File: src/rtl/jt12_eg_pkg.sv
`default_nettype none
//==============================================================================
// Module   : jt12_eg_pkg
// Brief    : Shared types, step patterns and effective-rate helper for the EG
// Revision : 1.0 - initial release
//==============================================================================
package jt12_eg_pkg;

   typedef enum logic [1:0] {
      ATTACK  = 2'd0,
      DECAY   = 2'd1,
      SUSTAIN = 2'd2,
      RELEASE = 2'd3
   } eg_phase_e;

   localparam logic [9:0] EG_MAX = 10'h3FF;

   // Row = R[1:0], bit = position within the 8-step sub-cycle
   localparam logic [7:0] c_step_pat [4] = '{
      8'b10101010,
      8'b11101010,
      8'b11101110,
      8'b11111110
   };

   function automatic logic [5:0] eff_rate(
      input logic [4:0] r,
      input logic [4:0] kc,
      input logic [1:0] ks
   );
      logic [6:0] w_sum;
      w_sum = {1'b0, r, 1'b0} + {2'b00, kc >> (2'd3 - ks)};
      if (r == 5'd0)
         eff_rate = 6'd0;
      else if (w_sum > 7'd63)
         eff_rate = 6'h3F;
      else
         eff_rate = w_sum[5:0];
   endfunction

endpackage
`default_nettype wire

File: src/rtl/jt12_eg_ctrl_if.sv
`default_nettype none
//==============================================================================
// Module   : jt12_eg_ctrl_if
// Brief    : Register-file / attenuation-stage bundle around the EG controller
// Revision : 1.0 - initial release
//==============================================================================
interface jt12_eg_ctrl_if;
   import jt12_eg_pkg::*;

   logic       clk_en;
   logic       keyon;
   logic [4:0] ar;
   logic [4:0] d1r;
   logic [4:0] d2r;
   logic [3:0] rr;
   logic [3:0] sl;
   logic [1:0] ks;
   logic [4:0] kc;
   logic       ssg_en_in;
   logic [9:0] eg_next;

   logic       attack;
   logic       step;
   logic [4:0] rate;
   logic       ssg_en;
   logic       sum_up;
   logic [9:0] eg_in;
   logic [1:0] phase;

   modport master (
      output clk_en, keyon, ar, d1r, d2r, rr, sl, ks, kc, ssg_en_in, eg_next,
      input  attack, step, rate, ssg_en, sum_up, eg_in, phase
   );

   modport slave (
      input  clk_en, keyon, ar, d1r, d2r, rr, sl, ks, kc, ssg_en_in, eg_next,
      output attack, step, rate, ssg_en, sum_up, eg_in, phase
   );

endinterface
`default_nettype wire

File: src/rtl/jt12_eg_cnt.sv
`default_nettype none
//==============================================================================
// Module   : jt12_eg_cnt
// Brief    : Divide-by-3 envelope tick and global envelope counter
// Revision : 1.0 - initial release
//==============================================================================
module jt12_eg_cnt
   import jt12_eg_pkg::*;
#(
   parameter int CNT_W = 12
) (
   input  wire logic             clk,
   input  wire logic             rst,
   input  wire logic             i_clk_en,
   output logic                  o_eg_tick,
   output logic [CNT_W-1:0]      o_cnt
);

   logic [1:0]       r_div;
   logic [CNT_W-1:0] r_cnt;

   assign o_eg_tick = i_clk_en & (r_div == 2'd2);
   assign o_cnt     = r_cnt;

   always_ff @(posedge clk) begin
      if (rst) begin
         r_div <= 2'd0;
         r_cnt <= '0;
      end else if (i_clk_en) begin
         r_div <= (r_div == 2'd2) ? 2'd0 : r_div + 2'd1;
         if (r_div == 2'd2)
            r_cnt <= r_cnt + 1'b1;
      end
   end

endmodule
`default_nettype wire

File: src/rtl/jt12_eg_ctrl.sv
`default_nettype none
//==============================================================================
// Module   : jt12_eg_ctrl
// Brief    : Single-operator ADSR controller; JT12_EG_SSG_EN enables SSG repeat
// Revision : 1.0 - initial release
//==============================================================================
module jt12_eg_ctrl
   import jt12_eg_pkg::*;
#(
   parameter int CNT_W = 12
) (
   input  wire logic      clk,
   input  wire logic      rst,
   jt12_eg_ctrl_if.slave  bus
);

   localparam logic [1:0] c_st_attack  = ATTACK;
   localparam logic [1:0] c_st_decay   = DECAY;
   localparam logic [1:0] c_st_sustain = SUSTAIN;
   localparam logic [1:0] c_st_release = RELEASE;

   logic             w_eg_tick;
   logic [CNT_W-1:0] w_cnt;

   logic [1:0]       r_state;
   logic [9:0]       r_eg_q;
   logic             r_keyon_q;

   logic [4:0]       w_base;
   logic [5:0]       w_rate6;
   logic [3:0]       w_h;
   logic [3:0]       w_shift;
   logic [CNT_W-1:0] w_mask;
   logic [2:0]       w_idx;
   logic             w_rise;
   logic             w_fall;
   logic             w_retrig;
   logic [9:0]       w_sl_thr;
   logic [1:0]       w_state_nx;

   jt12_eg_cnt #(.CNT_W(CNT_W)) u_cnt (
      .clk       (clk),
      .rst       (rst),
      .i_clk_en  (bus.clk_en),
      .o_eg_tick (w_eg_tick),
      .o_cnt     (w_cnt)
   );

   always_comb begin
      w_base = bus.ar;
      case (r_state)
         c_st_decay:   w_base = bus.d1r;
         c_st_sustain: w_base = bus.d2r;
         c_st_release: w_base = {bus.rr, 1'b1};
         default:      w_base = bus.ar;
      endcase
   end

   assign w_rate6 = eff_rate(w_base, bus.kc, bus.ks);
   assign w_h     = w_rate6[5:2];
   assign w_shift = (w_h <= 4'd11) ? (4'd11 - w_h) : 4'd0;
   // A zero shift yields an all-zero mask, so the empty-slice case is true
   assign w_mask  = ~({CNT_W{1'b1}} << w_shift);
   assign w_idx   = 3'({3'b000, w_cnt} >> w_shift);

   assign bus.sum_up = w_eg_tick & (w_rate6 != 6'd0) & ((w_cnt & w_mask) == '0);
   assign bus.step   = c_step_pat[w_rate6[1:0]][w_idx];
   assign bus.rate   = w_rate6[5:1];
   assign bus.attack = (r_state == c_st_attack);
   assign bus.phase  = r_state;
   assign bus.eg_in  = r_eg_q;

   assign w_rise   = bus.keyon & ~r_keyon_q;
   assign w_fall   = ~bus.keyon & r_keyon_q;
   assign w_sl_thr = {(bus.sl == 4'hF) ? 5'h1F : {1'b0, bus.sl}, 5'b00000};

`ifdef JT12_EG_SSG_EN
   assign bus.ssg_en = bus.ssg_en_in;
   assign w_retrig   = bus.ssg_en_in & bus.eg_next[9] &
                       ((r_state == c_st_decay) | (r_state == c_st_sustain));
`else
   logic w_unused_ssg;
   assign bus.ssg_en   = 1'b0;
   assign w_retrig     = 1'b0;
   assign w_unused_ssg = bus.ssg_en_in;
`endif

   // Key edges outrank level-driven transitions
   always_comb begin
      w_state_nx = r_state;
      if (w_rise)
         w_state_nx = c_st_attack;
      else if (w_fall)
         w_state_nx = c_st_release;
      else if (w_retrig)
         w_state_nx = c_st_attack;
      else if ((r_state == c_st_attack) && (bus.eg_next == 10'd0))
         w_state_nx = c_st_decay;
      else if ((r_state == c_st_decay) && (bus.eg_next >= w_sl_thr))
         w_state_nx = c_st_sustain;
   end

   always_ff @(posedge clk) begin
      if (rst) begin
         r_state   <= c_st_release;
         r_eg_q    <= EG_MAX;
         r_keyon_q <= 1'b0;
      end else if (bus.clk_en) begin
         r_state   <= w_state_nx;
         r_eg_q    <= bus.eg_next;
         r_keyon_q <= bus.keyon;
      end
   end

endmodule
`default_nettype wire

File: src/flat_wrapper.sv
// flat-port wrapper written by rule: the top's interface ports become plain ports
module jt12_eg_ctrl_flat import jt12_eg_pkg::*;
#(
   parameter int CNT_W = 12
)
  (clk, rst, bus_clk_en, bus_keyon, bus_ar, bus_d1r, bus_d2r, bus_rr, bus_sl, bus_ks, bus_kc, bus_ssg_en_in, bus_eg_next, bus_attack, bus_step, bus_rate, bus_ssg_en, bus_sum_up, bus_eg_in, bus_phase);
  jt12_eg_ctrl_if bus_i ();
  input  wire logic clk;
  input  wire logic rst;
  input wire logic [$bits(bus_i.clk_en)-1:0] bus_clk_en;
  input wire logic [$bits(bus_i.keyon)-1:0] bus_keyon;
  input wire logic [$bits(bus_i.ar)-1:0] bus_ar;
  input wire logic [$bits(bus_i.d1r)-1:0] bus_d1r;
  input wire logic [$bits(bus_i.d2r)-1:0] bus_d2r;
  input wire logic [$bits(bus_i.rr)-1:0] bus_rr;
  input wire logic [$bits(bus_i.sl)-1:0] bus_sl;
  input wire logic [$bits(bus_i.ks)-1:0] bus_ks;
  input wire logic [$bits(bus_i.kc)-1:0] bus_kc;
  input wire logic [$bits(bus_i.ssg_en_in)-1:0] bus_ssg_en_in;
  input wire logic [$bits(bus_i.eg_next)-1:0] bus_eg_next;
  output wire logic [$bits(bus_i.attack)-1:0] bus_attack;
  output wire logic [$bits(bus_i.step)-1:0] bus_step;
  output wire logic [$bits(bus_i.rate)-1:0] bus_rate;
  output wire logic [$bits(bus_i.ssg_en)-1:0] bus_ssg_en;
  output wire logic [$bits(bus_i.sum_up)-1:0] bus_sum_up;
  output wire logic [$bits(bus_i.eg_in)-1:0] bus_eg_in;
  output wire logic [$bits(bus_i.phase)-1:0] bus_phase;
  assign bus_i.clk_en = bus_clk_en;
  assign bus_i.keyon = bus_keyon;
  assign bus_i.ar = bus_ar;
  assign bus_i.d1r = bus_d1r;
  assign bus_i.d2r = bus_d2r;
  assign bus_i.rr = bus_rr;
  assign bus_i.sl = bus_sl;
  assign bus_i.ks = bus_ks;
  assign bus_i.kc = bus_kc;
  assign bus_i.ssg_en_in = bus_ssg_en_in;
  assign bus_i.eg_next = bus_eg_next;
  assign bus_attack = bus_i.attack;
  assign bus_step = bus_i.step;
  assign bus_rate = bus_i.rate;
  assign bus_ssg_en = bus_i.ssg_en;
  assign bus_sum_up = bus_i.sum_up;
  assign bus_eg_in = bus_i.eg_in;
  assign bus_phase = bus_i.phase;
  jt12_eg_ctrl #(.CNT_W(CNT_W)) u_core (.clk(clk), .rst(rst), .bus(bus_i));
endmodule
File: config.mk
export PLATFORM = sky130hd
export DESIGN_NAME = jt12_eg_ctrl_flat
export DESIGN_NICKNAME = d
export VERILOG_FILES = /design/src/rtl/jt12_eg_pkg.sv /design/src/rtl/jt12_eg_ctrl_if.sv /design/src/rtl/jt12_eg_cnt.sv /design/src/rtl/jt12_eg_ctrl.sv /design/src/flat_wrapper.sv
export SDC_FILE = /design/constraint.sdc
export NUM_CORES = 1
export LEC_CHECK = 0
export ABC_AREA = 1
export CAP_MARGIN = 20
export CORE_MARGIN = 2
export CORE_UTILIZATION = 39
export DETAILED_ROUTE_END_ITERATION = 10
export PLACE_DENSITY_LB_ADDON = 0.15
export SYNTH_ARGS = -nofsm -noshare
export SYNTH_HDL_FRONTEND = slang
export SYNTH_HIERARCHICAL = 1
export SYNTH_SLANG_ARGS = --single-unit
export TNS_END_PERCENT = 30
File: constraint.sdc
create_clock -name clk -period 6.2 [get_ports clk]
set_input_delay 1.55 -clock clk [delete_from_list [all_inputs] [get_ports clk]]
set_output_delay 1.55 -clock clk [all_outputs]
set_load 0.02 [all_outputs]
==> results_dict.tcl <==
set metrics [dict create \
    ff_latch_area_sq_um 541 \
    diodes 0 \
    synth_edf_count 0 \
    cp_top_family "simple AND/OR/NAND/NOR gates" \
    synth.distinct_cells 44 \
    syn-num-nets 471 \
    slowest_delay_ns 0.45 \
    start_kind "input pin" \
    clock_latency_ns 0.28 \
    layoutNonFillerInstCount 592 \
    place_ws_ns -0.434 \
    path_clk_slew_ns 0.10 \
    final_common_cell "nand2_1" \
    syn_inst 413 \
    drive_gt1_frac 0.237 \
    yosysSeqAreaShare 0.205 \
    end_kind "output pin" \
    leakage_uw 0.00178 \
    hp-class "reg2reg" \
    antenna_found_initial 0 \
    numCtsBuffers 3 \
    rows 29 \
    layout_common_cells "nand2_1 (100), clkdlybuf4s50_1 (57), inv_1 (55)" \
    finish.utilization 0.587 \
    finalCriticalPeriod_ns 6.01 \
    clk_path_buf_depth 2 \
    fp.dieW_um 86.3 \
    min_period_over_period 0.970 \
    synth_ff_type "dfxtp_1" \
    power_uw 1030 \
    globalplace.congestion 0.911 \
    hold_buffers 0 \
    drt_wl_total_um 6760 \
    slew_headroom 0.575 \
    run_status "complete, no violations" \
    setup_viol 0 \
    cp.arrival_ns 4.46 \
    cp_num_buf_inv 6 \
    p_per_area_mw_per_mm2 271 \
    fillers 646 \
    ys_ff_latch 27 \
    ios 66 \
    criticalPathCategory "in2out" \
    ys_async_sr_fraction 0 \
    ant_nets 0 \
    grtUsageTotal 0.184 \
    nets 574 \
    worst_clock_skew_ns 0.00854 \
    die_area_sq_mm 0.00744 \
    avgSynthCellArea_sq_um 6.39 \
    htreeDepth 1 \
    syn_to_final_growth_pct 43.7 \
    vias 2871 \
    start_util 0.409 \
    final_hold_viol_count 0 \
    cts_tree "built" \
    cts_root_buffer "clkbuf_8" \
    grt_pass1_wl_um 11500 \
    port_buffers 63 \
    drc 0 \
    overflow 0 \
    dr.first_iter.drc_count 142 \
    cts.sinks 27 \
    worst_slew_pin_slew_ns 0.636 \
    place_hpwl_um 5300 \
    slowest_stage "clkdlybuf4s50_1" \
    hold_slack_ns 0.472 \
    die_y_um 86.3 \
    placed_cells 581 \
    critical_path_required_ns 4.65 \
    avgViaCountPerCell 4.85 \
    max-cap-violations 0 \
    drv_slew 0 \
    setup_ws_ns 0.188 \
    ys_warn_count 6 \
    wire_per_inst_um 11.4 \
    grt_pass1_vias 2675 \
    grt_max_degree 18 \
    synth_area_sq_mm 0.00264 \
    multi_input_area_sq_mm 0.00186 \
    core_sq_mm 0.00646 \
    path_max_fanout 7 \
    drt_pass1_iterations 4 \
    max-vdd-ir-drop_mv 0.0958 \
    max_freq_mhz 166 \
]
[registers in the layout, summed over array words and instances (netlist names)]
register / cells
u_core/bus.eg_in: 10
u_core/r_keyon_q: 1
u_core/u_cnt/o_cnt: 12
u_core/u_cnt/r_div: 2
u_core/bus.phase: 2
[through the flow]
stage / cell area [sq um] / setup TNS [ns]
after floorplan: 2640 / 0
after global placement: 3570 / -0.806
after detailed placement: 3570 / -0.852
after CTS: 3620 / 0
after global routing: 3790 / -0.0357
final: 3790 / 0
[where the power goes]
part,internal [uW],switching (uW),total (uW)
Combinational,344,384,728
Sequential,182,10.4,192
Clock,47.2,59.4,107
Total,573,454,1030
[repair_timing]
| action | 4_1_cts | 5_1_grt |
|---|---|---|
| gates resized for setup | 11 | 37 |
| endpoints found under the setup margin | 2 | 2 |
| pin swaps | 2 | 19 |
| buffers inserted | 0 | 6 |
| cloned | 0 | 1 |
[synthesized netlist by cell type, types with 2 or more instances]
library cell / number / share of area
xnor2_1: 2 / 0.0066
nor2_4: 5 / 0.021
nand3_4: 3 / 0.020
buf_6: 5 / 0.021
o21ai_1: 2 / 0.0038
o211ai_1: 4 / 0.011
inv_1: 58 / 0.083
o21ai_0: 18 / 0.034
nor4_1: 2 / 0.0047
buf_4: 2 / 0.0057
nand3b_1: 3 / 0.0085
nand2_2: 7 / 0.017
inv_2: 6 / 0.0085
nand3_2: 8 / 0.030
nand2_1: 107 / 0.15
nor3_1: 4 / 0.0076
ha_1: 12 / 0.057
nand2_4: 6 / 0.026
clkbuf_1: 3 / 0.0043
a21oi_1: 17 / 0.032
inv_4: 2 / 0.0047
nand3_1: 54 / 0.10
nor2_2: 4 / 0.0095
nand4_1: 7 / 0.017
dfxtp_1: 27 / 0.20
nor2_1: 27 / 0.038
[final timing paths]
check	from	end	slack, ns	cells past startpoint
setup / recovery	bus_kc[3]	bus_step	0.19	26
hold / removal	u_core/bus.eg_in[0]	u_core/bus.eg_in[0]	0.47	2
setup reg to reg	u_core/bus.phase[1]	u_core/bus.phase[0]	4.50	9
hold reg to reg	u_core/bus.eg_in[0]	u_core/bus.eg_in[0]	0.47	2
[worst reg2reg max path, stage by stage, from the launching register on]
cell and delay (ns):
dfxtp_1 0.52, nor2_4 0.21, inv_2 0.09, nor3_1 0.15, nand3_1 0.14, nand3_1 0.13
nand2_1 0.09, nor2_1 0.13, o21ai_0 0.11, nand2_1 0.06
[cells by family (layout without fill, tap and decap cells)]
| family | Yosys count | after routing | share of synthesized area |
|---|---|---|---|
| DFF | 27 | 27 | 0.205 |
| AOI/OAI and AO/OA | 50 | 50 | 0.118 |
| and+or+nand+nor | 242 | 243 | 0.473 |
| buffers and inverters | 77 | 178 | 0.128 |
| other | 1 | 1 | 0.00142 |
| xor gates and xnor gates | 3 | 3 | 0.00996 |
| adders and majority gates | 13 | 13 | 0.0645 |
[area by class of cell]
| type | instances | share of cell area |
|---|---|---|
| multi-input cells | 310 | 0.490 |
| repair buffers | 108 | 0.262 |
| flip-flops and latches | 27 | 0.143 |
| inverters | 66 | 0.0667 |
| well taps | 77 | 0.0254 |
| clock buffers | 3 | 0.0109 |
| clock inverters | 1 | 0.00231 |
[per-layer routing]
layer,track usage,share of wire,up-vias
met5,0,0,-
met2,0.322,0.48,58
met1,0.246,0.48,1270
met4,0.0256,0.0046,0
li1,-,-,1539
met3,0.0276,0.036,4
Power figures use the tool's default switching activity.
